## src/rtl/rot_pkg.sv

```systemverilog
// Shared definitions for the rotary encoder front end: quadrature Gray states,
// direction constants and the position update helper.
package rot_pkg;

  typedef enum logic [1:0] {
    QS_00 = 2'b00,
    QS_01 = 2'b01,
    QS_11 = 2'b11,
    QS_10 = 2'b10
  } quad_state_t;

  localparam logic DIR_CW  = 1'b1;
  localparam logic DIR_CCW = 1'b0;

  // Gray AB to a 0..3 phase index so that one CW quarter is always +1 mod 4.
  function automatic logic [1:0] quad_index(input logic [1:0] ab);
    return {ab[1], ab[1] ^ ab[0]};
  endfunction

  function automatic int next_pos(input int pos, input logic dir, input int delta,
                                  input int n, input logic wrap);
    int p;
    p = (dir == DIR_CW) ? pos + delta : pos - delta;
    if (wrap) begin
      p = p % n;
      if (p < 0) p = p + n;
    end else begin
      if (p > n - 1) p = n - 1;
      if (p < 0) p = 0;
    end
    return p;
  endfunction

endpackage

```

## src/rtl/rot_chan_filter.sv

```systemverilog
// One encoder channel: two-flop synchroniser followed by a debounce filter that
// accepts a new level only after DEB_CYCLES consecutive differing samples.
module rot_chan_filter #(
  parameter int DEB_CYCLES = 4
) (
  input  logic clk,
  input  logic nrst,
  input  logic i_raw,
  output logic o_filt
);

  localparam int CNT_W = (DEB_CYCLES > 1) ? $clog2(DEB_CYCLES) : 1;
  localparam logic [CNT_W-1:0] CNT_LAST = CNT_W'(DEB_CYCLES - 1);

  logic             r_s1;
  logic             r_s2;
  logic             r_filt;
  logic [CNT_W-1:0] r_cnt;

  always_ff @(posedge clk or negedge nrst) begin
    if (!nrst) begin
      r_s1   <= 1'b0;
      r_s2   <= 1'b0;
      r_filt <= 1'b0;
      r_cnt  <= '0;
    end else begin
      r_s1 <= i_raw;
      r_s2 <= r_s1;
      if (r_s2 != r_filt) begin
        if (r_cnt == CNT_LAST) begin
          r_filt <= r_s2;
          r_cnt  <= '0;
        end else begin
          r_cnt <= r_cnt + CNT_W'(1);
        end
      end else begin
        r_cnt <= '0;
      end
    end
  end

  assign o_filt = r_filt;

endmodule

```

## src/rtl/rot_position_bar.sv

```systemverilog
// Rotary encoder to LED position display: filtered 4x quadrature decode, detent
// accumulator, position counter and dot/bar display. Optional ROT_ACCEL_EN adds
// a double-step when detents follow each other within ACCEL_WIN cycles.
module rot_position_bar
  import rot_pkg::*;
#(
  parameter int N_LEDS        = 8,
  parameter int DEB_CYCLES    = 4,
  parameter int STEP_QUARTERS = 4,
  parameter int WRAP          = 1,
  parameter int MODE          = 0,
  parameter int ACCEL_WIN     = 64
) (
  input  logic                      clk,
  input  logic                      nrst,
  input  logic                      rotA,
  input  logic                      rotB,
  output logic [N_LEDS-1:0]         light,
  output logic [$clog2(N_LEDS)-1:0] pos,
  output logic                      step_valid,
  output logic                      step_dir,
  output logic                      quad_err
);

  localparam int POS_W = $clog2(N_LEDS);
  localparam int ACC_W = $clog2(STEP_QUARTERS) + 2;
  localparam logic signed [ACC_W-1:0] ACC_ONE = ACC_W'(1);
  localparam logic signed [ACC_W-1:0] ACC_MAX = ACC_W'(STEP_QUARTERS);
  localparam logic signed [ACC_W-1:0] ACC_MIN = -ACC_MAX;

  if (N_LEDS < 2 || DEB_CYCLES < 1 || ACCEL_WIN < 1 ||
      !(STEP_QUARTERS == 1 || STEP_QUARTERS == 2 || STEP_QUARTERS == 4)) begin : g_param_err
    $error("rot_position_bar: illegal parameter set");
  end

  logic                    w_fa;
  logic                    w_fb;
  logic [1:0]              w_ab;
  logic [1:0]              w_dq;
  quad_state_t             r_ab_prev;
  logic signed [ACC_W-1:0] r_acc;
  logic signed [ACC_W-1:0] w_acc_inc;
  logic signed [ACC_W-1:0] w_acc_dec;
  logic signed [ACC_W-1:0] w_acc_next;
  logic                    w_step;
  logic                    w_dir;
  logic                    w_err;
  logic [1:0]              w_delta;
  logic [POS_W-1:0]        w_pos_next;
  logic [N_LEDS-1:0]       w_light;

  rot_chan_filter #(.DEB_CYCLES(DEB_CYCLES)) u_filt_a (
    .clk(clk), .nrst(nrst), .i_raw(rotA), .o_filt(w_fa)
  );

  rot_chan_filter #(.DEB_CYCLES(DEB_CYCLES)) u_filt_b (
    .clk(clk), .nrst(nrst), .i_raw(rotB), .o_filt(w_fb)
  );

  assign w_ab      = {w_fa, w_fb};
  assign w_dq      = quad_index(w_ab) - quad_index(r_ab_prev);
  assign w_acc_inc = r_acc + ACC_ONE;
  assign w_acc_dec = r_acc - ACC_ONE;

  // Phase delta 1 = CW quarter, 3 = CCW quarter, 2 = both channels moved at once.
  always_comb begin
    w_acc_next = r_acc;
    w_step     = 1'b0;
    w_dir      = DIR_CCW;
    w_err      = 1'b0;
    case (w_dq)
      2'd1: begin
        if (w_acc_inc == ACC_MAX) begin
          w_step     = 1'b1;
          w_dir      = DIR_CW;
          w_acc_next = '0;
        end else begin
          w_acc_next = w_acc_inc;
        end
      end
      2'd3: begin
        if (w_acc_dec == ACC_MIN) begin
          w_step     = 1'b1;
          w_dir      = DIR_CCW;
          w_acc_next = '0;
        end else begin
          w_acc_next = w_acc_dec;
        end
      end
      2'd2: begin
        w_err      = 1'b1;
        w_acc_next = '0;
      end
      default: w_acc_next = r_acc;
    endcase
  end

`ifdef ROT_ACCEL_EN
  localparam int WIN_W = $clog2(ACCEL_WIN + 2);
  localparam logic [WIN_W-1:0] WIN_SAT = WIN_W'(ACCEL_WIN + 1);
  localparam logic [WIN_W-1:0] WIN_MAX = WIN_W'(ACCEL_WIN);

  // r_win holds cycles since the last step; it starts saturated so the first step is never doubled.
  logic [WIN_W-1:0] r_win;

  always_ff @(posedge clk or negedge nrst) begin
    if (!nrst) begin
      r_win <= WIN_SAT;
    end else if (w_step) begin
      r_win <= WIN_W'(1);
    end else if (r_win != WIN_SAT) begin
      r_win <= r_win + WIN_W'(1);
    end
  end

  assign w_delta = (r_win <= WIN_MAX) ? 2'd2 : 2'd1;
`else
  assign w_delta = 2'd1;
`endif

  assign w_pos_next = w_step ? POS_W'(next_pos(int'(pos), w_dir, int'(w_delta), N_LEDS, WRAP != 0))
                             : pos;

  always_comb begin
    w_light = '0;
    for (int i = 0; i < N_LEDS; i++) begin
      w_light[i] = (MODE == 0) ? (i == int'(w_pos_next)) : (i <= int'(w_pos_next));
    end
  end

  always_ff @(posedge clk or negedge nrst) begin
    if (!nrst) begin
      r_ab_prev  <= QS_00;
      r_acc      <= '0;
      pos        <= '0;
      light      <= N_LEDS'(1);
      step_valid <= 1'b0;
      step_dir   <= DIR_CCW;
      quad_err   <= 1'b0;
    end else begin
      r_ab_prev  <= quad_state_t'(w_ab);
      r_acc      <= w_acc_next;
      pos        <= w_pos_next;
      light      <= w_light;
      step_valid <= w_step;
      step_dir   <= w_step ? w_dir : DIR_CCW;
      if (w_err) quad_err <= 1'b1;
    end
  end

endmodule

```

## config.mk

```make
export PLATFORM = sky130hd
export DESIGN_NAME = rot_position_bar
export DESIGN_NICKNAME = d
export VERILOG_FILES = /design/src/rtl/rot_pkg.sv /design/src/rtl/rot_chan_filter.sv /design/src/rtl/rot_position_bar.sv
export SDC_FILE = /design/constraint.sdc
export NUM_CORES = 1
export LEC_CHECK = 0
export ABC_CLOCK_PERIOD_IN_PS = 6600
export CELL_PAD_IN_SITES_DETAIL_PLACEMENT = 0
export CELL_PAD_IN_SITES_GLOBAL_PLACEMENT = 1
export CORE_UTILIZATION = 47
export CTS_CLUSTER_SIZE = 40
export DETAILED_ROUTE_END_ITERATION = 7
export PLACE_DENSITY = 0.89
export SLEW_MARGIN = 20
export SYNTH_ARGS = -nofsm -noshare
export SYNTH_HDL_FRONTEND = slang
export SYNTH_SLANG_ARGS = --single-unit
```

## constraint.sdc

```tcl
create_clock -name clk -period 6.6 [get_ports clk]
set_input_delay 1.32 -clock clk [delete_from_list [all_inputs] [get_ports clk]]
set_output_delay 1.32 -clock clk [all_outputs]
set_load 0.02 [all_outputs]
```

==> impl_results.md, run 1 <==
- Outcome: finished clean
- Reported max-cap violation count: 0
- Via count: 953
- Relative slew slack: 54.48%
- Number of buffer cells added on primary ports: 17
- Share of the synthesized area in the top cell type: 50.17%
- Maximum number of pins on one net before global-route repair: 31
- Met1 routing resource usage after global routing: 22.42%
- Source-to-sink clock delay at the later pin of the worst-skew pair: 0.32 ns
- IO Pins: 18
- Floorplan die height: 57.48 um
- CP Max Fanout: 1
- Total number of nets in the final design: 155
- Buf+Inv Stages, Crit Path: 1
- H-tree Lvls: 2
- Count of unresolved DRC violations after routing: 0
- Clock slew seen by the registers of the worst setup and hold paths: 0.10 ns
- Via count of the first global-routing pass: 917
- Nature of the critical path endpoint: output pin
- Sequential cell area fraction in the yosys report: 51.99%
- Met2 demand-to-capacity share in global routing: 25.58%
- Critical setup path kind: register to output pin
- Area of the die: 3303 um2
- FP Rows: 19
- Endpoint required time on the critical path: 5.28 ns
- Worst Path Arrival: 1.45 ns
- Most used standard cell by instance count after synthesis: sky130_fd_sc_hd__dfrtp_1
- Weighted congestion reported at the end of routability-driven placement: 0.7619
- Number of antenna violations at the first check in global routing: 0
- Unrepaired setup endpoints after global routing: false
- Met3 track utilization from global routing: 7.937%
- Initial Utilization: 51.13%
- Setup Slack @ Placement: 3.953 ns
- Most used standard cells in the synthesized netlist: sky130_fd_sc_hd__dfrtp_1 (29), sky130_fd_sc_hd__ha_1 (8), sky130_fd_sc_hd__nor3_1 (8), sky130_fd_sc_hd__nor2_1 (6), sky130_fd_sc_hd__nor3_2 (6)
- Fraction of final layout cells sized beyond drive strength 1: 20.83%
- Total track usage: 17.46%
- Clock tree buffer depth: 2
- Worst Clk Skew: 0.006039 ns
- Num CTS Buffers: 5
- Crit share post-route: 41.93%
- Total of cells resized after clock tree synthesis: 0
- Crit path max-delay cell type: sky130_fd_sc_hd__clkdlybuf4s50_1
- Count of cell types in the netlist: 41
- Count of mapped cells out of synthesis: 121
- Overflow left after global routing: 0
- Worst Tran Pin Value: 0.6796 ns
- Root cell of the clock tree: sky130_fd_sc_hd__clkbuf_4
- Clock tree from TritonCTS: built
- Post-DRT Antenna Nets: 0
- Iteration-0 DRC count of the detailed router: 18
- Category of cells accounting for the largest share of critical-path delay: buffers and inverters
- Biggest area contributors in the synthesized netlist: sky130_fd_sc_hd__dfrtp_1 (50%), sky130_fd_sc_hd__ha_1 (6.9%), sky130_fd_sc_hd__nor3_2 (4.2%), sky130_fd_sc_hd__mux2_2 (3.1%), sky130_fd_sc_hd__xnor2_1 (3.0%)
- Die Wd: 57.48 um
- Final number of max-transition violations: 0
- Type of the tightest min-delay check: register to register
- Post-synth design cell area: 1446 um2
- Clk sinks: 30
- Count of flip-flops with a built-in enable after synthesis: 0
- Number of buffers inserted by hold repair at cts: 0
- Number of setup violations in the final report: 0
- Total of warnings raised by yosys: 0
- Drt first pass iters: 4
- Per-cell routed wire length: 13.66 um
- Post-Synthesis Mean Instance Area: 11.95 um2
- Final wirelength: 2.390 mm
- Register bit total from synthesis: 30
- Sum of net half-perimeters after detailed placement: 1.729 mm
- Wire length of the first global-routing pass: 4.202 mm
- Primary flip-flop cell chosen by synthesis mapping: sky130_fd_sc_hd__dfrtp_1
- Post-detailed-route via-to-cell ratio: 5.446
- Crit path setup slack, layout: 3.833 ns
- Area Growth Syn to Fin: 17.99%
- Setup total negative slack: 0 ns
- Core area: 2829 um2
- Max frequency: 361.4 MHz
- Final period demand of the worst path: 2.767 ns
- Total count of hold-check failures in the final report: 0
- Routing layer with the top usage in global route: met2
- Final antenna diode count: 0
- Filler cell count in the final layout: 235
- Cell chain of the critical path: clkdlybuf4s50_1
- Startpoint types: register
- Area leader, netlist: sky130_fd_sc_hd__dfrtp_1
- Number of buffers added for setup after CTS: 0
- Net count of the mapped netlist: 133
- Post-synth ARST share: 100.0%
- Maximum single-stage delay on the critical path: 0.60 ns
[final timing paths]
path	from	endpoint	slack (ns)	cells past startpoint
worst max-delay path	light[0]	light[0]	3.83	1
worst max register to register	u_filt_a.o_filt	light[2]	3.90	9
worst min register to register	u_filt_a.r_s1	u_filt_a.r_s2	0.35	0
worst min-delay path	u_filt_a.r_s1	u_filt_a.r_s2	0.35	0
min in group asynchronous	nrst	pos[1]	1.37	2
max in group asynchronous	nrst	light[0]	4.92	2
[layout by cell type (no fill, tap or decap), drive strengths merged, types with 3 or more instances in the layout]
cell type and n:
dfrtp 29, nor3 14, nand3 5, clkbuf 6
nand2b 5, xnor2 6, mux2 4, o21ai 4
nor2 7, inv 7, ha 8, nand2 3
clkdlybuf4s50 17
[metrics by stage]
stage          hold slack (ns)  area, um2  instances  utilization (%)
5_1_grt                 0.3700       1707        175            60.33
3_5_place_dp            0.3395       1643        167            58.07
2_1_floorplan           0.3312       1446        121                -
3_3_place_gp            0.3350       1643        167            58.07
6_report                0.3513       1707        175            60.33
4_1_cts                 0.3547       1707        175            60.33
[final cells by class]
| cell class | count | area [um2] | share of cell area [%] |
|---|---|---|---|
| multi-input combinational | 80 | 640.6 | 37.54 |
| clock buffer | 6 | 51.30 | 3.006 |
| inverter | 8 | 33.78 | 1.979 |
| timing repair buffer | 18 | 177.7 | 10.41 |
| clock inverter | 2 | 12.51 | 0.7331 |
| sequential | 30 | 752.0 | 44.06 |
| tap | 31 | 38.79 | 2.273 |
[registers in the layout, summed over array words and instances, names as in the netlist]
register / flops
step_dir: 1
u_filt_a.r_cnt: 2
u_filt_a.r_s1: 1
u_filt_a.r_s2: 1
u_filt_a.o_filt: 1
pos: 3
u_filt_b.r_cnt: 2
u_filt_b.r_s2: 1
u_filt_b.o_filt: 1
step_valid: 1
quad_err: 1
r_ab_prev: 2
r_acc: 4
light: 8
u_filt_b.r_s1: 1
[routing by layer]
metal | part of all wire (%) | up-vias | routed length, um
met1 | 45 | 461 | 1083
met3 | 5.9 | 6 | 140
li1 | - | 471 | -
met5 | 0 | - | 0
met2 | 47 | 15 | 1122
met4 | 1.8 | 0 | 44
[worst reg2reg max path: stages, from the launching register on]
cell and delay [ns]:
sky130_fd_sc_hd__dfrtp_1 0.47, sky130_fd_sc_hd__xnor2_1 0.19, sky130_fd_sc_hd__ha_1 0.21, sky130_fd_sc_hd__xor3_1 0.44, sky130_fd_sc_hd__or3_4 0.49, sky130_fd_sc_hd__nor2_4 0.13
sky130_fd_sc_hd__o2bb2ai_2 0.14, sky130_fd_sc_hd__xnor2_2 0.21, sky130_fd_sc_hd__clkinv_2 0.18, sky130_fd_sc_hd__nor3_1 0.16
[logic make-up (layout without fill, tap and decap cells)]
| group | Yosys count | count (layout) | synth area share [%] |
|---|---|---|---|
| flops | 30 | 30 | 51.99 |
| compound gates | 18 | 18 | 9.601 |
| mux | 4 | 4 | 3.114 |
| buf+inv | 11 | 34 | 3.719 |
| simple gates | 41 | 41 | 17.65 |
| xor+xnor | 9 | 9 | 7.007 |
| fa+ha+maj | 8 | 8 | 6.921 |
Power of run 1 is left out: the tool's default activity adds up to more than one toggle a clock period on the data nets, which glitch-free logic cannot reach.
==> run 2: changes to the inputs <==
Settings changed: ABC_CLOCK_PERIOD_IN_PS 6600 to 2600, CORE_UTILIZATION 47 to 43, PLACE_DENSITY 0.89 to 0.83.
Clock period 6.6 ns to 2.6 ns, I/O delays scaled along.
==> run 2 against run 1 <==
  * Flip-flop and latch count is the same
  * Clock skew grew 0.0045 ns
  * Critical path depth grew 7
  * First-iteration DRC count grew 130%
  * Count of clock-buffer cells in the layout grew 1
  * Worst hold slack gained 0.0035 ns
  * Design area grew 4.0%
  * Sequential share of layout area shrank 1.6 points
==> impl_results.md, run 2 (synthesized netlist as in run 1, its figures left out) <==
- Floorplan die height: 60.00 um
- Setup Slack @ Placement: 0.1281 ns
- Most used cells in the layout excluding fill and tap cells: sky130_fd_sc_hd__dfrtp_1 (28), sky130_fd_sc_hd__clkdlybuf4s50_1 (17), sky130_fd_sc_hd__nor3_1 (8), sky130_fd_sc_hd__ha_1 (8), sky130_fd_sc_hd__buf_4 (8)
- Startpoint types: register
- Total number of cells along the worst setup path: 8
- Maximum single-stage delay on the critical path: 0.46 ns
- Die Wd: 60.00 um
- Root cell of the clock tree: sky130_fd_sc_hd__clkbuf_4
- Weighted congestion reported at the end of routability-driven placement: 0.8186
- Total count of hold-check failures in the final report: 0
- Clk sinks: 30
- Number of buffer cells added on primary ports: 17
- Beginning of the critical path: u_filt_a.o_filt
- Reported max-cap violation count: 0
- Count of unresolved DRC violations after routing: 0
- Number of antenna violations at the first check in global routing: 0
- Largest registers ranked by flip-flop count: light (8), r_acc (4), pos (3)
- Final core occ: 56.72%
- Worst Path Arrival: 2.63 ns
- Flop-to-flop setup slack: 0.21 ns
- FP Rows: 20
- Total track usage: 18.75%
- Crit share post-route: 91.88%
- Core area: 3128 um2
- Cell chain of the critical path: xnor2_1 -> ha_1 -> xor3_2 -> or3_4 -> a221oi_2 -> and2_4 -> inv_4 -> nor3_2
- Via count: 1009
- Worst Clk Skew: 0.01050 ns
- Post-detailed-route via-to-cell ratio: 5.174
- Via count of the first global-routing pass: 1067
- Iteration-0 DRC count of the detailed router: 41
- Leading cell type in the layout, fill and taps excluded: sky130_fd_sc_hd__dfrtp_1
- CP Max Fanout: 6
- IO Pins: 18
- Worst Tran Pin Value: 0.4777 ns
- Final period demand of the worst path: 2.389 ns
- Endpoint required time on the critical path: 2.84 ns
- Unrepaired setup endpoints after global routing: false
- Final Non-Filler Cells: 195
- Final number of max-transition violations: 0
- Clock slew seen by the registers of the worst setup and hold paths: 0.09 ns
- Area of the die: 3599 um2
- Number of flip-flops in the largest register: 8
- Source-to-sink clock delay at the later pin of the worst-skew pair: 0.33 ns
- Number of buffers inserted by hold repair at cts: 0
- Filler cell count in the final layout: 272
- Critical setup path kind: register to register
- Maximum number of pins on one net before global-route repair: 31
- Relative slew slack: 68.15%
- Number of setup violations in the final report: 0
- Num CTS Buffers: 5
- Reg2reg start: u_filt_a.o_filt
- Sum of net half-perimeters after detailed placement: 1.943 mm
- Outcome: finished clean
- Post-DRT Antenna Nets: 0
- Placed Cells: 185
- Max frequency: 418.6 MHz
- Overflow left after global routing: 0
- Crit path setup slack, layout: 0.2110 ns
- Depth of the worst register-to-register path: 8
- Worst setup endpoint: light[5]
- Nature of the critical path endpoint: register
- Type of the tightest min-delay check: register to register
- Total number of nets in the final design: 162
- Buf+Inv Stages, Crit Path: 1
- H-tree Lvls: 2
- Per-cell routed wire length: 14.05 um
- Final wirelength: 2.740 mm
- Initial Utilization: 46.24%
- Fraction of final layout cells sized beyond drive strength 1: 25.17%
- Category of cells accounting for the largest share of critical-path delay: simple AND/OR/NAND/NOR gates
- Drt first pass iters: 4
- Clock tree from TritonCTS: built
- Crit Reg-Reg Endpoint: light[5]
- Final antenna diode count: 0
- Clock tree buffer depth: 2
- Setup total negative slack: 0 ns
- Crit path max-delay cell type: sky130_fd_sc_hd__dfrtp_2
- Wire length of the first global-routing pass: 4.781 mm
- Register bank with the most flops: light
- Area Growth Syn to Fin: 22.66%
-- run 2: cell type report --
cell class	count	area (um2)	share of cell area [%]
clock buffers	7	55.05	3.103
clock inverters	1	5.005	0.2821
inverters	8	33.78	1.904
multi-input cells	80	641.9	36.18
flip-flops and latches	30	753.2	42.45
well taps	44	55.05	3.103
repair buffers	25	230.2	12.98
-- run 2: how the worst min path moves through the flow --
stage	from	endpoint	depth (start not counted)
floorplan	nrst	light[1]	0
global placement	u_filt_b.r_s1	u_filt_b.r_s2	0
detailed placement	u_filt_a.r_s1	u_filt_a.r_s2	0
CTS	u_filt_a.r_s1	u_filt_a.r_s2	0
global route	u_filt_a.r_s1	u_filt_a.r_s2	0
finish	u_filt_a.r_s1	u_filt_a.r_s2	0
-- run 2: metrics by stage --
stage               cell area, um2  hold slack [ns]
floorplan                     1446           0.2244
detailed placement            1697           0.3364
global placement              1697           0.3343
finish                        1774           0.3548
CTS                           1757           0.3582
global route                  1774           0.3728
-- run 2: what timing repair did --
action	CTS	global route
endpoints found under the setup margin	0	7
gates resized for setup	0	2
buffers inserted	0	2
hold endpoints to repair	0	0
-- run 2: layer usage --
| layer | track usage (%) | share of wire [%] |
|---|---|---|
| met2 | 31.43 | 51 |
| met3 | 8.225 | 5.7 |
| met1 | 20.28 | 41 |
| met5 | 0 | 0 |
| met4 | 8.638 | 2.2 |
Power of run 2 is left out for the same reason.
